==> src/rtl/ahblite_pkg.sv <==
`default_nettype none
// ============================================================================
//  Module      : ahblite_pkg
//  Description : Shared AHB-Lite encodings, slave-mux port count, default-slave
//                state type and the slave-select priority helper.
//  Revision    : 1.0 - initial release
// ============================================================================
package ahblite_pkg;

    localparam int c_NUM_PORTS = 5;

    localparam logic [1:0] c_HTRANS_IDLE   = 2'b00;
    localparam logic [1:0] c_HTRANS_BUSY   = 2'b01;
    localparam logic [1:0] c_HTRANS_NONSEQ = 2'b10;
    localparam logic [1:0] c_HTRANS_SEQ    = 2'b11;

    localparam logic c_HRESP_OKAY  = 1'b0;
    localparam logic c_HRESP_ERROR = 1'b1;

    typedef enum logic [1:0] {
        DS_IDLE = 2'b00,
        DS_ERR1 = 2'b01,
        DS_ERR2 = 2'b10
    } ds_state_t;

    // Keep only the lowest-index set bit; lowest port wins on overlapping selects.
    function automatic logic [c_NUM_PORTS-1:0] lowest_set(input logic [c_NUM_PORTS-1:0] v);
        logic [c_NUM_PORTS-1:0] result;
        result = '0;
        for (int i = c_NUM_PORTS - 1; i >= 0; i--) begin
            if (v[i]) begin
                result    = '0;
                result[i] = 1'b1;
            end
        end
        return result;
    endfunction

endpackage
`default_nettype wire

==> src/rtl/ahblite_slave_mux_default_slave.sv <==
`default_nettype none
// ============================================================================
//  Module      : ahblite_default_slave
//  Description : Default slave for the AHB-Lite slave mux. Produces the
//                two-cycle ERROR response for unmapped transfers and, when
//                AHBLITE_SLAVEMUX_TIMEOUT_EN is defined, for slaves that stall
//                for TIMEOUT_CYCLES consecutive data-phase cycles.
//  Revision    : 1.0 - initial release
// ============================================================================
module ahblite_default_slave
    import ahblite_pkg::*;
#(
    parameter int unsigned TIMEOUT_CYCLES = 255
) (
    input  logic clk,
    input  logic rst_n,
    input  logic i_hready,
    input  logic i_unmapped_req,
    input  logic i_sel_active,
    input  logic i_slave_ready,
    output logic o_active,
    output logic o_hreadyout,
    output logic o_hresp,
    output logic o_timeout_clr
);

    localparam logic [15:0] c_TIMEOUT_LAST = 16'(TIMEOUT_CYCLES - 1);

    ds_state_t r_state;
    logic      r_hreadyout;
    logic      r_hresp;
    logic      w_timeout_fire;

`ifdef AHBLITE_SLAVEMUX_TIMEOUT_EN
    logic [15:0] r_timeout_cnt;
    logic        w_stalled;

    assign w_stalled      = (r_state == DS_IDLE) && i_sel_active && !i_slave_ready;
    assign w_timeout_fire = w_stalled && (r_timeout_cnt == c_TIMEOUT_LAST);

    // Count consecutive stalled data-phase cycles of the routed slave.
    always_ff @(posedge clk or negedge rst_n) begin
        if (!rst_n) begin
            r_timeout_cnt <= '0;
        end else if (w_stalled && !w_timeout_fire) begin
            r_timeout_cnt <= r_timeout_cnt + 16'd1;
        end else begin
            r_timeout_cnt <= '0;
        end
    end
`else
    logic w_unused_timeout;

    assign w_timeout_fire   = 1'b0;
    assign w_unused_timeout = &{1'b0, i_sel_active, i_slave_ready, c_TIMEOUT_LAST};
`endif

    // Default-slave sequencer with registered response outputs.
    always_ff @(posedge clk or negedge rst_n) begin
        if (!rst_n) begin
            r_state     <= DS_IDLE;
            r_hreadyout <= 1'b1;
            r_hresp     <= c_HRESP_OKAY;
        end else begin
            case (r_state)
                DS_IDLE: begin
                    if (w_timeout_fire || (i_hready && i_unmapped_req)) begin
                        r_state     <= DS_ERR1;
                        r_hreadyout <= 1'b0;
                        r_hresp     <= c_HRESP_ERROR;
                    end
                end
                DS_ERR1: begin
                    r_state     <= DS_ERR2;
                    r_hreadyout <= 1'b1;
                    r_hresp     <= c_HRESP_ERROR;
                end
                DS_ERR2: begin
                    if (i_hready) begin
                        if (i_unmapped_req) begin
                            r_state     <= DS_ERR1;
                            r_hreadyout <= 1'b0;
                            r_hresp     <= c_HRESP_ERROR;
                        end else begin
                            r_state     <= DS_IDLE;
                            r_hreadyout <= 1'b1;
                            r_hresp     <= c_HRESP_OKAY;
                        end
                    end
                end
                default: begin
                    r_state     <= DS_IDLE;
                    r_hreadyout <= 1'b1;
                    r_hresp     <= c_HRESP_OKAY;
                end
            endcase
        end
    end

    assign o_active      = (r_state != DS_IDLE);
    assign o_hreadyout   = r_hreadyout;
    assign o_hresp       = r_hresp;
    assign o_timeout_clr = w_timeout_fire;

endmodule
`default_nettype wire

==> src/rtl/ahblite_slave_mux.sv <==
`default_nettype none
// ============================================================================
//  Module      : ahblite_slave_mux
//  Description : AHB-Lite five-port slave response multiplexer with a built-in
//                default slave for unmapped or disabled-port transfers.
//                Optional macro AHBLITE_SLAVEMUX_TIMEOUT_EN adds a wait-state
//                watchdog that errors out a slave stalling TIMEOUT_CYCLES.
//  Revision    : 1.0 - initial release
// ============================================================================
module ahblite_slave_mux
    import ahblite_pkg::*;
#(
    parameter bit          Port0_en       = 1'b1,
    parameter bit          Port1_en       = 1'b1,
    parameter bit          Port2_en       = 1'b0,
    parameter bit          Port3_en       = 1'b1,
    parameter bit          Port4_en       = 1'b0,
    parameter int unsigned TIMEOUT_CYCLES = 255
) (
    input  logic        HCLK,
    input  logic        HRESETn,
    input  logic        HREADY,
    input  logic [1:0]  HTRANS,
    input  logic        P0_HSEL,
    input  logic        P1_HSEL,
    input  logic        P2_HSEL,
    input  logic        P3_HSEL,
    input  logic        P4_HSEL,
    input  logic        P0_HREADYOUT,
    input  logic        P1_HREADYOUT,
    input  logic        P2_HREADYOUT,
    input  logic        P3_HREADYOUT,
    input  logic        P4_HREADYOUT,
    input  logic        P0_HRESP,
    input  logic        P1_HRESP,
    input  logic        P2_HRESP,
    input  logic        P3_HRESP,
    input  logic        P4_HRESP,
    input  logic [31:0] P0_HRDATA,
    input  logic [31:0] P1_HRDATA,
    input  logic [31:0] P2_HRDATA,
    input  logic [31:0] P3_HRDATA,
    input  logic [31:0] P4_HRDATA,
    output logic        HREADYOUT,
    output logic        HRESP,
    output logic [31:0] HRDATA
);

    logic [c_NUM_PORTS-1:0] w_hsel_req;
    logic [c_NUM_PORTS-1:0] w_hsel_pri;
    logic [c_NUM_PORTS-1:0] r_sel;
    logic [1:0]             r_htrans;
    logic                   w_unmapped_req;

    logic                   w_ready [c_NUM_PORTS];
    logic                   w_resp  [c_NUM_PORTS];
    logic [31:0]            w_rdata [c_NUM_PORTS];

    logic                   w_slv_ready;
    logic                   w_slv_resp;
    logic [31:0]            w_slv_rdata;

    logic                   w_ds_active;
    logic                   w_ds_hreadyout;
    logic                   w_ds_hresp;
    logic                   w_timeout_clr;

    // A disabled port's select is dropped here so it can never be recorded.
    assign w_hsel_req = {P4_HSEL & Port4_en,
                         P3_HSEL & Port3_en,
                         P2_HSEL & Port2_en,
                         P1_HSEL & Port1_en,
                         P0_HSEL & Port0_en};
    assign w_hsel_pri = lowest_set(w_hsel_req);

    assign w_unmapped_req = (w_hsel_pri == '0) &&
                            ((HTRANS == c_HTRANS_NONSEQ) || (HTRANS == c_HTRANS_SEQ));

    assign w_ready = '{P0_HREADYOUT, P1_HREADYOUT, P2_HREADYOUT, P3_HREADYOUT, P4_HREADYOUT};
    assign w_resp  = '{P0_HRESP, P1_HRESP, P2_HRESP, P3_HRESP, P4_HRESP};
    assign w_rdata = '{P0_HRDATA, P1_HRDATA, P2_HRDATA, P3_HRDATA, P4_HRDATA};

    // Capture the address phase when the bus advances; a timeout abandons the slave.
    always_ff @(posedge HCLK or negedge HRESETn) begin
        if (!HRESETn) begin
            r_sel    <= '0;
            r_htrans <= c_HTRANS_IDLE;
        end else if (w_timeout_clr) begin
            r_sel    <= '0;
            r_htrans <= c_HTRANS_IDLE;
        end else if (HREADY) begin
            r_sel    <= w_hsel_pri;
            r_htrans <= HTRANS;
        end
    end

    // Pick the recorded slave's response (r_sel is one-hot or zero).
    always_comb begin
        w_slv_ready = 1'b0;
        w_slv_resp  = c_HRESP_OKAY;
        w_slv_rdata = '0;
        for (int i = 0; i < c_NUM_PORTS; i++) begin
            if (r_sel[i]) begin
                w_slv_ready = w_ready[i];
                w_slv_resp  = w_resp[i];
                w_slv_rdata = w_rdata[i];
            end
        end
    end

    ahblite_default_slave #(
        .TIMEOUT_CYCLES (TIMEOUT_CYCLES)
    ) u_default_slave (
        .clk            (HCLK),
        .rst_n          (HRESETn),
        .i_hready       (HREADY),
        .i_unmapped_req (w_unmapped_req),
        .i_sel_active   (|r_sel),
        .i_slave_ready  (w_slv_ready),
        .o_active       (w_ds_active),
        .o_hreadyout    (w_ds_hreadyout),
        .o_hresp        (w_ds_hresp),
        .o_timeout_clr  (w_timeout_clr)
    );

    // Return path: default slave while it is sequencing, else the recorded slave.
    always_comb begin
        HREADYOUT = 1'b1;
        HRESP     = c_HRESP_OKAY;
        HRDATA    = '0;
        if (w_ds_active) begin
            HREADYOUT = w_ds_hreadyout;
            HRESP     = w_ds_hresp;
        end else if (|r_sel) begin
            HREADYOUT = w_slv_ready;
            HRESP     = w_slv_resp;
            HRDATA    = w_slv_rdata;
        end else begin
            case (r_htrans)
                c_HTRANS_NONSEQ, c_HTRANS_SEQ: begin
                    HREADYOUT = w_ds_hreadyout;
                    HRESP     = w_ds_hresp;
                end
                c_HTRANS_IDLE, c_HTRANS_BUSY: begin
                    HREADYOUT = 1'b1;
                    HRESP     = c_HRESP_OKAY;
                end
                default: begin
                    HREADYOUT = 1'b1;
                    HRESP     = c_HRESP_OKAY;
                end
            endcase
        end
    end

endmodule
`default_nettype wire

==> config.mk <==
export PLATFORM = sky130hd
export DESIGN_NAME = ahblite_slave_mux
export DESIGN_NICKNAME = d
export VERILOG_FILES = /design/src/rtl/ahblite_pkg.sv /design/src/rtl/ahblite_slave_mux_default_slave.sv /design/src/rtl/ahblite_slave_mux.sv
export SDC_FILE = /design/constraint.sdc
export NUM_CORES = 1
export LEC_CHECK = 0
export CAP_MARGIN = 20
export CORE_AREA = 2 2 84 86
export CTS_CLUSTER_SIZE = 40
export DETAILED_ROUTE_END_ITERATION = 6
export DIE_AREA = 0 0 86 88
export GPL_TIMING_DRIVEN = 0
export PLACE_DENSITY = 0.83
export RECOVER_POWER = 50
export SLEW_MARGIN = 30
export SYNTH_ARGS = -nofsm -noshare
export SYNTH_HDL_FRONTEND = slang
export SYNTH_HIERARCHICAL = 1
export SYNTH_SLANG_ARGS = --single-unit
==> constraint.sdc <==
create_clock -name HCLK -period 2.6 [get_ports HCLK]
set_clock_uncertainty 0.2 [all_clocks]
set_input_delay 0.52 -clock HCLK [delete_from_list [all_inputs] [get_ports HCLK]]
set_output_delay 0.52 -clock HCLK [all_outputs]
set_load 0.01 [all_outputs]
# Yosys cells after proc, flatten, opt, wreduce, memory -nomap -nowiden
# Index checks and enable logic that the tools add are counted.
[word_totals]
register_bits = 11
[classes]
n_eq_ne = 9
n_reduce_logical = 11
muxes = 38
[op_table]
columns = ["operator", "n"]
rows = [
  ["$mux W32", 7],
  ["$mux W1", 21],
  ["$mux W4", 3],
  ["$eq A2 B2 Y1 const B", 5],
  ["$pmux W1 S2", 3],
  ["$pmux W2 S3", 1],
  ["$logic_not A5 Y1", 1],
  ["$reduce_or A5 Y1", 1],
  ["$eq A2 B1 Y1 const B", 2],
  ["$logic_not A2 Y1", 2],
  ["$mux W2", 2],
  ["$reduce_or A2 Y1", 2],
  ["$pmux W1 S3", 1],
  ["$logic_and A1 B1 Y1", 2],
  ["$ne A2 B1 Y1 const B", 1],
  ["$ne A2 B2 Y1 const B", 1],
  ["$reduce_and A2 Y1", 1],
  ["$reduce_bool A2 Y1", 1],
  ["$logic_or A1 B1 Y1", 1],
]

# Longest topological paths before layout
# Gate-level depths: netlist of the first run.
[depth]
word_depth = 8
depth_mapped = 6
mapped_depth_nobuf = 3

# Cells and area by module
# The synthesis of the first run kept the hierarchy.
[by_module_without_submodules]
columns = ["module", "seq_area_each_um2", "cells_each", "area_each_um2", "n_inst"]
rows = [
  ["ahblite_slave_mux", 100.1, 146, 1172.4, 1],
  ["ahblite_default_slave", 101.3, 16, 180.2, 1],
]

# Worst setup path after synthesis of the first run
# Ideal clock, no wire load.
[synth_timing]
kind = "register to output"
start = "register u_default_slave.r_state[0]"
end = "output port HRESP"
path_slack_ps = 463
path_stages_with_launch = 5
n_path_buf = 1
arrival_ps = 1417
required_ps = 1880
cell_sequence = "dfrtp_1 > or2_1 > or2_1 > buf_6 > o32ai_1"
[synth_between]
elab_chain_cells = 2
[synth_rtl]
columns = ["element", "line_no", "source"]
rows = [
  ["from (decl)", "ahblite_slave_mux_default_slave.sv:29", "ds_state_t r_state;"],
  ["from (signal assigned)", "ahblite_slave_mux_default_slave.sv:61", "r_state <= DS_IDLE;"],
  ["from (signal assigned)", "ahblite_slave_mux_default_slave.sv:68", "r_state <= DS_ERR1;"],
  ["from (signal assigned)", "ahblite_slave_mux_default_slave.sv:74", "r_state <= DS_ERR2;"],
  ["$reduce_bool A2 Y1", "ahblite_slave_mux_default_slave.sv:100", "assign o_active = (r_state != DS_IDLE);"],
  ["via w_ds_active", "ahblite_slave_mux.sv:63", "logic w_ds_active;"],
  ["$mux W1", "ahblite_slave_mux.sv:131", "if (w_ds_active) begin"],
  ["to (decl)", "ahblite_slave_mux.sv:45", "output logic HRESP,"],
]
# The timed path passes the listed nets, and every way through them passes these cells.

# Worst setup path after layout of the first run
[layout_timing]
start = "register r_sel[0]"
end = "output port HRDATA[16]"
[layout_between]
elab_chain_cells = 7
[layout_rtl]
columns = ["element", "line_no", "source"]
rows = [
  ["from (decl)", "ahblite_slave_mux.sv:51", "logic [c_NUM_PORTS-1:0] r_sel;"],
  ["from (signal assigned)", "ahblite_slave_mux.sv:92", "r_sel <= w_hsel_pri;"],
  ["$mux W32 (5 in series)", "ahblite_slave_mux.sv:103", "if (r_sel[i]) begin"],
  ["$mux W32 (*)", "ahblite_slave_mux.sv:134", "end else if (|r_sel) begin"],
  ["$mux W32 (*)", "ahblite_slave_mux.sv:131", ""],
  ["to (decl)", "ahblite_slave_mux.sv:46", "output logic [31:0] HRDATA"],
]
# Mark *: on every way between the ends. The rest lies on a longest branch, timed or not.

==> results.json, run 1 <==
{
  "drive_gt1_share_pct": 27.5,
  "critPathCaptureType": "primary output",
  "grt_max_degree": 11,
  "fin_area_um2": 2830,
  "cts_buffers": 3,
  "cts.path.max_buffers": 2,
  "period_needed_ns": 2.54,
  "grt.total_usage_pct": 14.9,
  "grt_pass1_wl_um": 9140,
  "drcViolationCount": 0,
  "crit_chain": "and2b_1, buf_2, clkbuf_2, a221oi_1, nor3_2, clkdlybuf4s15_2",
  "drt_wl_total_um": 6070,
  "path_delay_family": "buffers and inverters",
  "numPortBuffers": 142,
  "antenna_found_initial": 0,
  "syn_inst": 161,
  "crit_buf_inv": 3,
  "clock_latency_ns": 0.23,
  "placed_area_um2": 2870,
  "dp_cells": 383,
  "worstPathArrival_ns": 1.82,
  "critPathLaunchType": "flop",
  "max_clock_freq_mhz": 393,
  "final.setup.tns_ns": 0,
  "core_um2": 6640,
  "peakVddDrop_v": 0.000313,
  "grt_overflow": 0,
  "viasPerCell": 4.86,
  "drtAntennaViolNets": 0,
  "cts_max_level": 1,
  "cap_violations": 0,
  "die_w_um": 86,
  "cpMaxStageDelayCell": "dfrtp_1",
  "yosys_warnings": 6,
  "die-area_um2": 7570,
  "fin_cells": 389,
  "swShare_pct": 29.5,
  "place_congestion": 0.762,
  "leakage_nw": 1.09,
  "synth.cell_area_um2": 1350,
  "first_pass_iters": 4,
  "post-route-period-util_pct": 97.8,
  "p_comb_share_pct": 54.8,
  "power_w": 0.000665,
  "whs_ns": 0.320,
  "hp-class": "reg2reg",
  "cp.required_ns": 1.88,
  "via_count": 1891,
  "internal-power_w": 0.000469,
  "finalSetupViolCount": 0,
  "switching_power_w": 0.000196,
  "cts_sinks": 8,
  "slew_viol_final": 0,
  "ctsRootBufferMaster": "clkbuf_8",
  "num_rows": 30,
  "cts_tree": "done",
  "nNetsFinal": 490,
  "dp_hpwl_um": 4830,
  "drt_iter0_markers": 34,
  "pin_count": 214,
  "synth_nets": 341,
  "start_util_pct": 20.3,
  "clkTransAtPathRegs_ns": 0.04,
  "post_drt_wl_per_cell_um": 15.6,
  "finalHoldViolations": 0,
  "syn2layout_area_growth_pct": 110,
  "cp_max_fo": 10,
  "power_density_nw_per_um2": 235,
  "power_frac_seq_pct": 21.5,
  "die_h_um": 88,
  "grt_pass1_vias": 1919,
  "pwr-share-clk_pct": 23.7,
  "diodes": 0,
  "critical_path_class": "reg2out",
  "slowest_delay_ns": 0.41,
  "status": "completed",
  "synth.avg_cell_area_um2": 8.38
}
area by class of cell:
class	instances	area (um^2)
inverters	1	3.75
clock buffers	4	45.0
well taps	80	100
plain buffers	21	134
repair buffers	144	1300
multi-input cells	131	1050
flip-flops and latches	8	201
fillers	680	3810
power groups by stage:
stage	Combinational, W	Clock, W	Sequential [W]
floorplan	0.000142	0	0.000143
global placement	0.000373	0	0.000145
detailed placement	0.000379	0	0.000145
CTS	0.000370	0.000161	0.000143
global route	0.000392	0.000166	0.000145
finish	0.000365	0.000157	0.000143
routing by layer:
layer	up-vias	track usage (%)	share of wire (%)
met5	-	0	0
met4	0	2.60	0.40
met3	4	3.02	8.6
met2	86	29.7	53
met1	888	16.3	38
li1	913	-	-
sequential cells by signal (all words and copies together), names as in the netlist:
signal	flops
u_default_slave/o_hresp	1
r_htrans	1
r_sel	3
u_default_slave/r_state	2
u_default_slave/o_hreadyout	1
timing repair:
| item | 4_1_cts | 5_1_grt |
|---|---|---|
| resized for setup | 68 | 48 |
| hold endpoints to repair | 0 | 0 |
| hold buffers | 0 | 0 |
| setup buffers | 1 | 1 |
| endpoints found under the setup margin | 34 | 30 |
cells in the final DEF (no fill, tap or decap):
cell type          n
clkdlybuf4s50_1  105
nor2b_1           35
nor3_2            31
a221oi_1          29
clkbuf_2          24
buf_2             10
clkbuf_1           7
dfrtp_1            7
a21oi_1            6
buf_4              5
buf_6              4
a221oi_2           4
nor2_1             4
mux2i_1            4
nand2b_1           3
clkbuf_8           3
dlygate4sd3_1      3
dlygate4sd2_1      3
or2_1              2
nor3_1             2
nand3b_1           2
clkdlybuf4s15_2    2
and2b_1            1
clkbuf_4           1
nor4b_1            1
inv_1              1
o32ai_1            1
o22a_1             1
nand3_1            1
clkdlybuf4s15_1    1
dlygate4sd1_1      1
and2_0             1
o21bai_1           1
o22ai_1            1
conb_1             1
dfstp_2            1
worst register-to-register path, delay by kind of cell, from the launching register on:
| kind | cells | cell delay (ns) |
|---|---|---|
| DFF | 1 | 0.46 |
| buffers and inverters | 1 | 0.27 |
| AOI/OAI and AO/OA | 1 | 0.12 |
| and+or+nand+nor | 1 | 0.08 |
per-stage QoR:
step / utilization (%) / setup slack (ns)
after floorplan: - / 0.463
after global placement: 43.2 / -0.146
after detailed placement: 43.2 / -0.158
after CTS: 44.0 / 0.00316
after global routing: 42.6 / -0.00685
final: 42.6 / 0.0567
final timing paths:
kind | start | endpoint | slack [ns] | depth (start not counted)
setup / recovery | r_sel[0]$_DFFE_PN0P_ | HRDATA[16] | 0.06 | 6
hold / removal | u_default_slave/r_state[1]$_DFFE_PN0P_ | u_default_slave/r_state[1]$_DFFE_PN0P_ | 0.32 | 1
setup reg to reg | r_sel[3]$_DFFE_PN0P_ | r_sel[3]$_DFFE_PN0P_ | 1.39 | 3
hold reg to reg | u_default_slave/r_state[1]$_DFFE_PN0P_ | u_default_slave/r_state[1]$_DFFE_PN0P_ | 0.32 | 1
max in group asynchronous | HRESETn | u_default_slave/o_hreadyout$_DFFE_PN1P_ | 1.45 | 1
min in group asynchronous | HRESETn | r_htrans[1]$_DFFE_PN0P_ | 0.44 | 1
Power figures use the tool's default switching activity.
==> run 2: changes to the inputs <==
--- a/config.mk
+++ b/config.mk
@@ -7,14 +7,15 @@
 export LEC_CHECK = 0
 export CAP_MARGIN = 20
 export CORE_AREA = 2 2 84 86
-export CTS_CLUSTER_SIZE = 40
 export DETAILED_ROUTE_END_ITERATION = 6
 export DIE_AREA = 0 0 86 88
+export DONT_BUFFER_PORTS = 1
 export GPL_TIMING_DRIVEN = 0
-export PLACE_DENSITY = 0.83
+export PLACE_DENSITY = 0.41
 export RECOVER_POWER = 50
 export SLEW_MARGIN = 30
 export SYNTH_ARGS = -nofsm -noshare
 export SYNTH_HDL_FRONTEND = slang
 export SYNTH_HIERARCHICAL = 1
 export SYNTH_SLANG_ARGS = --single-unit
+export TNS_END_PERCENT = 5
==> results.json, run 2 (synthesis gave the netlist of run 1 again) <==
{
  "status": "completed",
  "grt_use_met1_pct": 13.8,
  "hp-class": "in2reg",
  "critPathCaptureType": "primary output",
  "leakage_nw": 0.454,
  "slew_headroom_pct": 66.2,
  "core_um2": 6640,
  "worstMarginPinSlew_ns": 0.507,
  "max_clock_freq_mhz": 404,
  "critical_path_class": "reg2out",
  "final.setup.tns_ns": 0,
  "cts_buffers": 3,
  "cts_max_level": 1,
  "register_area_um2": 201,
  "drt_iter0_markers": 26,
  "crit_chain": "and2b_1, buf_2, clkbuf_1, a221oi_1, nor3_2",
  "syn2layout_area_growth_pct": 11.3,
  "dp_hpwl_um": 3600,
  "postCtsSetupBuffers": 0,
  "cpMaxStageDelayCell": "dfrtp_1",
  "cts_resized": 0,
  "viasPerCell": 5.36,
  "final_cell_mix": "nor2b_1, a221oi_1, nor3_2",
  "power_density_nw_per_um2": 311,
  "slowest_delay_ns": 0.41,
  "top_regs": "r_sel x3, u_default_slave/r_state x2",
  "nNetsFinal": 347,
  "ctsRootBufferMaster": "clkbuf_8",
  "cts_sinks": 8,
  "place_congestion": 0.730,
  "fin_cells": 246,
  "path_delay_family": "buffers and inverters",
  "via_count": 1318,
  "num_rows": 30,
  "clock_latency_ns": 0.23,
  "slew_viol_final": 0,
  "die_w_um": 86,
  "first_pass_iters": 4,
  "grt_overflow": 0,
  "period_needed_ns": 2.47,
  "peakVddDrop_v": 0.000320,
  "post_drt_wl_per_cell_um": 18.1,
  "worstPathArrival_ns": 1.75,
  "place_ws_ns": 0.340,
  "finalSetupViolCount": 0,
  "grt_pass1_vias": 1216,
  "use_met2_pct": 18.7,
  "regMostFlops": "r_sel",
  "grt_max_degree": 11,
  "cts_tree": "done",
  "die_h_um": 88,
  "critPathLaunchType": "flop",
  "diodes": 0,
  "drtAntennaViolNets": 0,
  "fillers": 765,
  "multi_input_area_um2": 1020,
  "post-route-period-util_pct": 95.2,
  "drive_gt1_share_pct": 27.1,
  "drcViolationCount": 0,
  "drt_wl_total_um": 4460,
  "cap_violations": 0,
  "crit_buf_inv": 2,
  "numPortBuffers": 0,
  "pin_count": 214,
  "grt_busiest_layer": "met2",
  "clkTransAtPathRegs_ns": 0.05,
  "die-area_um2": 7570,
  "grt_pass1_wl_um": 6390,
  "dp_cells": 241,
  "antenna_found_initial": 0,
  "grt.total_usage_pct": 10.5,
  "cp.required_ns": 1.88,
  "cp_max_fo": 10,
  "rsz0062_at_grt": "no",
  "mostFrequentLayoutCell": "nor2b_1",
  "largest_register_ffs": 3,
  "cts.path.max_buffers": 2,
  "cts_hold_buffers": 1,
  "finalHoldViolations": 0,
  "grt_use_met3_pct": 1.70,
  "whs_ns": 0.255,
  "start_util_pct": 20.3,
  "fin_ws_ns": 0.126
}
[run 2: cell count changes in the layout (fill, tap and decap cells not counted), moves of 3 or more]
cell / change
clkdlybuf4s50_1: -105
clkbuf_2: -23
buf_2: -6
clkbuf_1: +5
a221oi_1: +4
a221oi_2: -4
buf_4: -4
dlygate4sd2_1: -3
[run 2: layout make-up]
type	count	share of cell area [%]
Multi-Input combinational cell	131	68.1
Sequential cell	8	13.4
Buffer	21	7.92
Tap cell	80	6.67
Clock buffer	4	3.00
Timing Repair Buffer	1	0.667
Inverter	1	0.250
[run 2: where the power goes]
part / switching [W] / internal [W] / total [W]
clock: 0.0000462 / 0.000106 / 0.000152
sequential: 0.00000689 / 0.000137 / 0.000143
combinational: 0.000103 / 0.0000675 / 0.000171
total: 0.000156 / 0.000310 / 0.000467
[run 2: stage by stage]
step / util (%) / power [W] / cell area [um^2]
after global placement: 21.8 / 0.000314 / 1450
final: 22.6 / 0.000467 / 1500
after global routing: 22.6 / 0.000496 / 1500
after detailed placement: 21.8 / 0.000316 / 1450
after CTS: 22.6 / 0.000475 / 1500
after floorplan: - / 0.000284 / 1350
[run 2: routing by layer]
layer | wire length (um) | up-vias
met1 | 1850 | 615
li1 | - | 628
met2 | 2190 | 75
met4 | 0 | 0
met5 | 0 | -
met3 | 408 | 0
[run 2: worst reg2reg max path: stages (launching register included)]
cell      delay (ns)
dfrtp_1         0.44
buf_2           0.26
nand2b_1        0.08
a21oi_1         0.12
[run 2: worst paths after layout]
kind	from	to	slack, ns	cells past startpoint
setup reg to reg	r_sel[3]$_DFFE_PN0P_	r_sel[3]$_DFFE_PN0P_	1.42	3
hold reg to reg	u_default_slave/r_state[1]$_DFFE_PN0P_	u_default_slave/o_hresp$_DFFE_PN0P_	0.34	1
max in group asynchronous	HRESETn	u_default_slave/o_hreadyout$_DFFE_PN1P_	1.45	1
min in group asynchronous	HRESETn	r_htrans[1]$_DFFE_PN0P_	0.44	1
setup / recovery	r_sel[0]$_DFFE_PN0P_	HRDATA[17]	0.13	5
hold / removal	HTRANS[1]	r_htrans[1]$_DFFE_PN0P_	0.25	2
==> run 3: changes to the inputs <==
--- a/config.mk
+++ b/config.mk
@@ -6,16 +6,16 @@
 export NUM_CORES = 1
 export LEC_CHECK = 0
 export CAP_MARGIN = 20
-export CORE_AREA = 2 2 84 86
+export CORE_AREA = 8 8 76 78
+export CTS_CLUSTER_SIZE = 12
 export DETAILED_ROUTE_END_ITERATION = 6
-export DIE_AREA = 0 0 86 88
+export DIE_AREA = 0 0 84 86
 export DONT_BUFFER_PORTS = 1
 export GPL_TIMING_DRIVEN = 0
-export PLACE_DENSITY = 0.41
+export PLACE_DENSITY = 0.49
 export RECOVER_POWER = 50
 export SLEW_MARGIN = 30
 export SYNTH_ARGS = -nofsm -noshare
 export SYNTH_HDL_FRONTEND = slang
-export SYNTH_HIERARCHICAL = 1
 export SYNTH_SLANG_ARGS = --single-unit
 export TNS_END_PERCENT = 5
==> results.json, run 3 <==
{
  "synth_top_area_share_pct": 24.3,
  "drt_iter0_markers": 48,
  "status": "completed",
  "grt_pass1_wl_um": 7520,
  "max_clock_freq_mhz": 406,
  "synth.avg_cell_area_um2": 7.77,
  "largest_register_ffs": 3,
  "cts_max_level": 1,
  "clkTransAtPathRegs_ns": 0.04,
  "seq_area_frac_synth_pct": 16.3,
  "slew_viol_final": 0,
  "finalHoldViolations": 0,
  "grt_busiest_layer": "met2",
  "via_count": 1347,
  "yosys_warnings": 0,
  "die_h_um": 86,
  "critPathCaptureType": "primary output",
  "final_cell_mix": "nor2_1, a221oi_1, nor3_2",
  "fin_cells": 218,
  "hold_start": "P3_HSEL",
  "cap_violations": 0,
  "yosysTopAreaCell": "nor3_2",
  "post-route-period-util_pct": 94.8,
  "ys.flop_type": "dfrtp_1",
  "numPortBuffers": 0,
  "fin_ws_ns": 0.136,
  "use_met2_pct": 22.2,
  "top_regs": "r_sel x3, u_default_slave.r_state x2",
  "rsz0062_at_grt": "no",
  "cts.path.max_buffers": 2,
  "worstMarginPinSlew_ns": 0.472,
  "post_drt_wl_per_cell_um": 23.2,
  "grt_overflow": 0,
  "cp.required_ns": 1.88,
  "core_um2": 4600,
  "cts_buffers": 3,
  "drcViolationCount": 0,
  "clock_latency_ns": 0.23,
  "ys_ff_latch": 8,
  "cp-startpoint": "u_default_slave.r_state[0]$_DFFE_PN0P_",
  "regMostFlops": "r_sel",
  "yosysUniqueCellTypes": 32,
  "cts_sinks": 8,
  "slew_headroom_pct": 68.3,
  "power_w": 0.000661,
  "whs_ns": 0.222,
  "antenna_found_initial": 0,
  "ctsRootBufferMaster": "clkbuf_8",
  "synth.cell_area_um2": 1230,
  "period_needed_ns": 2.46,
  "grt_use_met3_pct": 4.27,
  "first_pass_iters": 4,
  "synth_nets": 339,
  "worstPathArrival_ns": 1.74,
  "cts_tree": "done",
  "fillers": 530,
  "grt_max_degree": 11,
  "synth_most_common_cell": "nor2_1",
  "synth-edff-count": 0,
  "viasPerCell": 6.18,
  "syn2layout_area_growth_pct": 10.1,
  "grt_use_met1_pct": 13.8,
  "num_rows": 25,
  "mostFrequentLayoutCell": "nor2_1",
  "critPathLaunchType": "flop",
  "start_util_pct": 26.9,
  "dp_cells": 213,
  "hp-class": "in2reg",
  "peakVddDrop_v": 0.000336,
  "dp_hpwl_um": 4200,
  "drt_wl_total_um": 5060,
  "multi_input_area_um2": 907,
  "drive_gt1_share_pct": 29.3,
  "synthArstFlopShare_pct": 100,
  "pin_count": 214,
  "power_density_nw_per_um2": 486,
  "die_w_um": 84,
  "drtAntennaViolNets": 0,
  "grt.total_usage_pct": 12.3,
  "cp_max_fo": 10,
  "syn_inst": 159,
  "finalSetupViolCount": 0,
  "synthTopCellsByCount": "nor2_1, a221oi_1, nor3_2",
  "grt_pass1_vias": 1449,
  "critical_path_class": "reg2out",
  "nNetsFinal": 345,
  "register_area_um2": 201,
  "diodes": 0,
  "final.setup.tns_ns": 0,
  "leakage_nw": 0.490,
  "reg2reg_from": "r_sel[3]$_DFFE_PN0P_",
  "synthTopCellsByArea": "nor3_2, a221oi_1, dfrtp_1",
  "place_ws_ns": 0.195,
  "die-area_um2": 7220,
  "place_congestion": 0.729
}
==> run 3: worst paths after layout <==
kind                                                           end  slack [ns]  cells after the start
max                                                     HRDATA[10]        0.14                      5
min                                           r_sel[3]$_DFFE_PN0P_        0.22                      2
max reg2reg                                   r_sel[3]$_DFFE_PN0P_        1.03                      4
min reg2reg                                r_htrans[1]$_DFFE_PN0P_        0.34                      2
max in group asynchronous  u_default_slave.o_hreadyout$_DFFE_PN1P_        1.46                      1
min in group asynchronous                     r_sel[0]$_DFFE_PN0P_        0.43                      1
==> run 3: routing by layer <==
metal / part of all wire (%) / vias to the layer above
met4: 0.53 / 0
met5: 0 / -
met2: 50 / 86
li1: - / 620
met1: 39 / 638
met3: 9.8 / 3
==> run 3: logic make-up after synthesis <==
group / count (synthesis) / share of synthesized area [%]
multiplexers: 2 / 1.72
AO/OA/AOI/OAI: 44 / 29.7
buffers and inverters: 25 / 10.2
flip-flops: 8 / 16.3
AND/OR/NAND/NOR: 80 / 42.0
==> run 3: cell type report <==
cell class / count / share of cell area [%]
Buffer: 21 / 8.37
Clock buffer: 4 / 3.31
Inverter: 4 / 1.10
Multi-Input combinational cell: 126 / 66.7
Sequential cell: 8 / 14.8
Tap cell: 54 / 4.97
Timing Repair Buffer: 1 / 0.736
==> run 3: per-stage QoR <==
| stage | cell area, um^2 | utilization (%) |
|---|---|---|
| finish | 1360 | 29.6 |
| detailed placement | 1300 | 28.3 |
| global route | 1360 | 29.6 |
| floorplan | 1230 | - |
| CTS | 1360 | 29.6 |
| global placement | 1300 | 28.3 |
==> run 3: worst max-delay path, stage by stage (launching register included) <==
cell     delay (ns)
dfrtp_1        0.35
buf_2          0.15
or3_1          0.36
buf_2          0.19
buf_6          0.17
nor3_2         0.29
==> run 3: report_power, final <==
group          internal, W  switching (W)
clock network     0.000106      0.0000503
registers         0.000142     0.00000938
logic             0.000131       0.000222
total             0.000379       0.000282
==> run 3: what timing repair did <==
item / CTS / global route
endpoints found under the hold margin: 8 / 0
endpoints found under the setup margin: 15 / 0
buffers inserted: 0 / 0
resized for setup: 2 / 0
hold buffers: 1 / 0
